`src/rtl/input_debouncer_pkg.sv`:
```
// Shared constants and helpers for the two-channel input debouncer.
package input_debouncer_pkg;

  localparam int DEF_SYNC_STAGES   = 2;
  localparam int DEF_STABLE_CYCLES = 4;

  // Bits needed to hold values 0..n-1; never less than 1.
  function automatic int clog2(input int n);
    int r;
    r = 0;
    while ((1 << r) < n) r++;
    return (r == 0) ? 1 : r;
  endfunction

endpackage

```
`src/rtl/debounce_channel.sv`:
```
// One debounce lane: synchronizer chain feeding a saturating stability counter.
module debounce_channel
  import input_debouncer_pkg::*;
#(
  parameter int SYNC_STAGES   = DEF_SYNC_STAGES,
  parameter int STABLE_CYCLES = DEF_STABLE_CYCLES
) (
  input  logic CLK,
  input  logic RST,
  input  logic RAW,
  output logic Q,
  output logic CHG
);

  localparam int CW = clog2(STABLE_CYCLES + 1);
  localparam logic [CW-1:0] CNT_MAX = CW'(STABLE_CYCLES - 1);

  logic [SYNC_STAGES-1:0] sync_q;
  logic [CW-1:0]          cnt;
  logic                   s;

  assign s = sync_q[SYNC_STAGES-1];

  // Written stage by stage so a single-stage chain needs no special case.
  always_ff @(posedge CLK or posedge RST) begin
    if (RST) begin
      sync_q <= '0;
    end else begin
      sync_q[0] <= RAW;
      for (int i = 1; i < SYNC_STAGES; i++) sync_q[i] <= sync_q[i-1];
    end
  end

  always_ff @(posedge CLK or posedge RST) begin
    if (RST) begin
      cnt <= '0;
      Q   <= 1'b0;
      CHG <= 1'b0;
    end else if (s == Q) begin
      cnt <= '0;
      CHG <= 1'b0;
    end else if (cnt == CNT_MAX) begin
      Q   <= s;
      cnt <= '0;
      CHG <= 1'b1;
    end else begin
      cnt <= cnt + 1'b1;
      CHG <= 1'b0;
    end
  end

endmodule

```
`src/rtl/input_debouncer.sv`:
```
// Two independent debounce lanes producing clean A/B levels and change pulses.
module input_debouncer
  import input_debouncer_pkg::*;
#(
  parameter int SYNC_STAGES   = DEF_SYNC_STAGES,
  parameter int STABLE_CYCLES = DEF_STABLE_CYCLES
) (
  input  logic CLK,
  input  logic RST,
  input  logic A_RAW,
  input  logic B_RAW,
  output logic A,
  output logic B,
  output logic A_CHG,
  output logic B_CHG
);

  debounce_channel #(
    .SYNC_STAGES  (SYNC_STAGES),
    .STABLE_CYCLES(STABLE_CYCLES)
  ) u_ch_a (
    .CLK(CLK), .RST(RST), .RAW(A_RAW), .Q(A), .CHG(A_CHG)
  );

  debounce_channel #(
    .SYNC_STAGES  (SYNC_STAGES),
    .STABLE_CYCLES(STABLE_CYCLES)
  ) u_ch_b (
    .CLK(CLK), .RST(RST), .RAW(B_RAW), .Q(B), .CHG(B_CHG)
  );

endmodule

```
`config.mk`:
```
export PLATFORM = sky130hd
export DESIGN_NAME = input_debouncer
export DESIGN_NICKNAME = d
export VERILOG_FILES = /design/src/rtl/input_debouncer_pkg.sv /design/src/rtl/debounce_channel.sv /design/src/rtl/input_debouncer.sv
export SDC_FILE = /design/constraint.sdc
export NUM_CORES = 1
export LEC_CHECK = 0
export CAP_MARGIN = 40
export CORE_AREA = 10 10 47 49
export CTS_CLUSTER_DIAMETER = 60
export CTS_CLUSTER_SIZE = 16
export DETAILED_ROUTE_END_ITERATION = 7
export DIE_AREA = 0 0 57 59
export GPL_ROUTABILITY_DRIVEN = 0
export HOLD_SLACK_MARGIN = 0.1
export PLACE_DENSITY = 0.66
export SYNTH_ARGS = -nofsm -noshare
export SYNTH_HDL_FRONTEND = slang
export SYNTH_SLANG_ARGS = --single-unit
```
`constraint.sdc`:
```
create_clock -name CLK -period 1.51 [get_ports CLK]
set_clock_uncertainty 0.15 [all_clocks]
set_input_delay 0.151 -clock CLK [delete_from_list [all_inputs] [get_ports CLK]]
set_output_delay 0.151 -clock CLK [all_outputs]
set_load 0.005 [all_outputs]
```
## Word level (Yosys, flattened, before mapping)

Cells that the tools add are included.

| cells by class | value |
|---|---|
| add/sub/neg operators | 2 |
| $mul | 0 |
| div/mod/pow operators | 0 |
| $lt $le $gt $ge | 0 |
| equal/unequal tests | 4 |
| shift-type cells | 0 |
| muxes and demuxes | 8 |
| bitwise logic cells | 2 |
| reductions and logical operators | 2 |

Operators with widths:

| operator | number |
|---|---|
| two-way mux 3 bit | 4 |
| adder 3 x 1 -> 3 bit (second input constant) | 2 |
| == test 3 x 2 -> 1 bit (second input constant) | 2 |
| two-way mux 1 bit | 4 |
| AND reduction 2 bit | 2 |
| == test 1 bit | 2 |
| inverter 1 bit | 2 |

| word-level totals | value |
|---|---|
| flip-flop bits (word level) | 14 |
| bits in latches | 0 |
| bits in writable memories | 0 |
| ROM bits | 0 |
| input bits | 4 |
| logic and storage cells | 26 |
| memories | 0 |

## Longest topological paths before layout

| logic depth | value |
|---|---|
| depth in word-level cells | 3 |
| mapped depth | 3 |
| depth with buffers taken out | 3 |

## Hierarchy

Synthesis repeated with hierarchy kept, for this count alone.

| unflattened totals | value |
|---|---|
| cells, all modules | 32 |
| area, all modules | 503.0 µm² |

Modules (own cells, without submodules):

| module | times used | cells each | area each (µm²) |
|---|---|---|---|
| debounce_channel | 2 | 16 | 251.5 |

## Least setup slack after synthesis

Ideal clock, no wire load.

| timing | value |
|---|---|
| path type | register -> register |
| start point | register u_ch_a.cnt[0] |
| end point | register u_ch_a.Q |
| setup time | 0.125 ns |
| data arrival time | 0.961 ns |
| data required time | 1.235 ns |
| slack | 0.275 ns |
| cell stages (with the launch flop) | 4 |
| buffers on the path | 0 |
| period minus slack after synthesis | 1.235 ns |
| cell sequence | dfrtp_1 > ha_1 > nor2b_4 > mux2_2 |

| between the ends | value |
|---|---|
| cells in the longest elaborated chain, start to end | 2 |

Ends and longest elaborated chain:

| what | line | text |
|---|---|---|
| from (decl) | debounce_channel.sv:19 | `logic [CW-1:0] cnt;` |
| from (signal assigned) | debounce_channel.sv:47 | `cnt <= cnt + 1'b1;` |
| == test 3 x 2 -> 1 bit | debounce_channel.sv:42 | `end else if (cnt == CNT_MAX) begin` |
| AND reduction 2 bit (no line) | n/a |  |
| to (signal assigned) | debounce_channel.sv:43 | `Q <= s;` |
| to (decl) | debounce_channel.sv:11 | `output logic Q,` |

Every way passes these cells.
A chain may end at the register's enable or synchronous reset.

## Worst setup path after layout

| timing | value |
|---|---|
| start point | register u_ch_b.CHG |
| end point | output port B_CHG |

RTL lines:

| what | line | text |
|---|---|---|
| from (decl) | debounce_channel.sv:12 | `output logic CHG` |
| from (signal assigned) | debounce_channel.sv:38 | `CHG <= 1'b0;` |
| from (signal assigned) | debounce_channel.sv:41 | `CHG <= 1'b0;` |
| from (signal assigned) | debounce_channel.sv:45 | `CHG <= 1'b1;` |
| to (decl) | input_debouncer.sv:15 | `output logic B_CHG` |

No word-level cell between the ends.

==> results.md <==
- Dpl cell area: slightly below 600 sq um
- Compound-cell area share of the yosys netlist: 0
- Area grow syn2layout: 28.3%
- Port Buffer Count: 7
- Startpoint Class: flip-flop
- Clock Tree Buf Depth: 2
- Placed Cells incl. Taps: 54
- Pwr dens: 1610 mW/mm^2
- Initial antenna violation count: 0
- Place WS: approximately 0.17 ns
- Initial Utilization: 0.356
- Part of the cycle the worst path needs: 0.924
- Die H: around 59 um
- Hold Crit Class: primary input to flip-flop
- Ys Warns: 0
- CTS root buf: clkbuf_4
- Dominant cells by area after synthesis: dfrtp_1 70%, nor3b_1 6.0%, nor2b_4 5.5%
- I/O pin count: 8
- Syn Inst Count: 31
- Cell taking the most area after synthesis: dfrtp_1
- Post-route DRC: 0
- Critical-path maximum fanout: 1
- Min-delay src: A_RAW
- Mux contribution to synthesized area: 0.0451
- Final Critical Period: about 1.4 ns
- WP data required: approximately 1.2 ns
- Most common cell after layout, fill and taps aside: dfrtp_1
- Worst r2r dst: u_ch_a.Q
- Design area: roughly 640 sq um
- Largest net degree at the start of global routing: 15
- Pleak: between 0.3 and 0.4 nW
- Fillers: 138
- All-layer global routing usage: 0.0507
- CTS tree: built
- Vias in the first global route: about 320
- RSZ-0062 raised after global routing: false
- Worst Hold Depth: 1
- Remaining Overflow, GRT: 0
- Mean Syn Cell Area: roughly 16 sq um
- Crit-path leading delay family: buffers and inverters
- Fmax: 717 MHz
- Reg2reg start: u_ch_a.cnt[0]
- Most frequent cells in the layout: 14 x dfrtp_1, 5 x clkdlybuf4s50_1, 4 x nor3b_1
- Total negative slack: 0 ns
- Endpoint class of the critical path: output port
- Share of cells above drive strength 1: 0.186
- Final worst slack: ~0.12 ns
- H-Tree Depth: 1
- Max-slew headroom: 0.670
- #FFs+latches synth: 14
- Pre-antenna DRT Iters: 4
- Vias per inst: 4.58
- Share of the synthesized area in the top cell type: 0.702
- Max Cap Viol: 0
- Worst R2R Setup Slack: roughly 0.17 ns
- Post-Syn Area: roughly 500 sq um
- Final Net Count: 50
- Yosys cell types: 9
- Hold violation total from the final report: 0
- DR vias: 270
- Synth Area in XOR/XNOR: 0.0351
- Num CTS Buffers: 3
- Setup violations, final: 0
- Worst skew pair latency: ~0.27 ns
- DR iter-0 viols: 1
- Sequential area share after synthesis: 0.702
- Die width: 57 um
- Slowest CP cell: clkdlybuf4s50_1
- Register clock-pin slew on the reported worst setup and hold paths: approximately 0.080 ns
- Diode count: 0
- Clock sink count: 14
- Largest family of logic cells by synthesized area: simple AND/OR/NAND/NOR gates
- WS Path Type: flip-flop to output port
- Post-DP HPWL: between 500 and 600 um
- Routed wire length: between 700 and 800 um
- Crit path cell chain: clkdlybuf4s50_1
- Core box area: around 0.0014 sq mm
- Data arrival time of the critical path: 1.09 ns
- Reg2reg path depth: 3
- Routed WL per cell: about 12 um
- Fin util: 0.457
- Synth Area in Adders: 0.0501
- Final Max Slew Viols: 0
- CP max stage delay: ~0.50 ns
- Worst hold endpoint: u_ch_a.sync_q[0]
- Crit path buf inv count: 1
- Simple-Gate Fraction of Synth Area: 0.160
- Status: complete, no violations
- Finished Layout Cells: between 50 and 60
- Worst Max-Slew Pin Slew: slightly below 0.5 ns
- Global-route wire length before repair: 1340 um
- Die area: around 0.0034 sq mm
- Row count: 14
- Final ANT Viol Nets: 0
- Worst VDD drop: 739 uV
- Syn Nets: 37
what timing repair did:
action | in CTS | in global routing
resized for setup | 0 | 2
endpoints found under the setup margin | 0 | 2
buffers inserted | 0 | 0
hold buffers | 1 | 0
endpoints found under the hold margin | 14 | 0
flip-flops by register name, indices dropped and copies added (netlist names):
name           cells
u_ch_b.sync_q      2
u_ch_a.cnt         3
u_ch_a.CHG         1
u_ch_a.sync_q      2
u_ch_b.Q           1
u_ch_a.Q           1
u_ch_b.CHG         1
u_ch_b.cnt         3
through the flow:
| step | power (mW) | hold WS, ns |
|---|---|---|
| floorplan | 0.667 | -0.110 |
| global placement | 0.757 | 0.188 |
| detailed placement | 0.794 | 0.195 |
| CTS | 1.05 | 0.158 |
| global route | 1.10 | 0.162 |
| finish | 1.03 | 0.158 |
report_power, final:
| group | switching (mW) | internal (mW) |
|---|---|---|
| Clock | 0.115 | 0.146 |
| Sequential | 0.0482 | 0.456 |
| Combinational | 0.106 | 0.158 |
worst max path at each step:
stage	slack, ns	start	depth (start not counted)	to
2_1_floorplan	0.27	u_ch_a.cnt[0]	3	u_ch_a.Q
3_3_place_gp	0.25	u_ch_a.cnt[0]	3	u_ch_a.Q
3_5_place_dp	0.17	u_ch_a.cnt[0]	3	u_ch_a.Q
4_1_cts	0.02	u_ch_a.Q	1	A
5_1_grt	0.06	u_ch_a.CHG	1	A_CHG
6_report	0.12	u_ch_b.CHG	1	B_CHG
layer usage:
layer | vias up | wire, um | global-route usage
li1 | 126 | - | -
met1 | 133 | 268 | 0.0441
met2 | 9 | 387 | 0.0884
met3 | 2 | 49 | 0.0236
met4 | 0 | 13 | 0.0403
met5 | - | 0 | 0
cell type report:
cell class | instances | area, sq um | share of cell area
clock buffers | 4 | 36.3 | 0.0566
well taps | 16 | 20.0 | 0.0313
multi-input cells | 16 | 145 | 0.227
repair buffers | 8 | 85.1 | 0.133
flip-flops and latches | 14 | 350 | 0.547
inverters | 1 | 3.75 | 0.00586
cells in the mapped netlist:
master,number
dfrtp_1,14
nor3b_1,4
ha_1,2
mux2_2,2
nor2b_1,2
nor2b_4,2
nor3_1,2
xnor2_1,2
inv_1,1
kinds of logic after synthesis:
| group | after synthesis |
|---|---|
| multiplexers | 2 |
| flip-flops | 14 |
| XOR/XNOR | 2 |
| adder cells (fa/ha/maj) | 2 |
| buffers and inverters | 1 |
| AND/OR/NAND/NOR | 10 |
(Power assumes the default switching activity.)
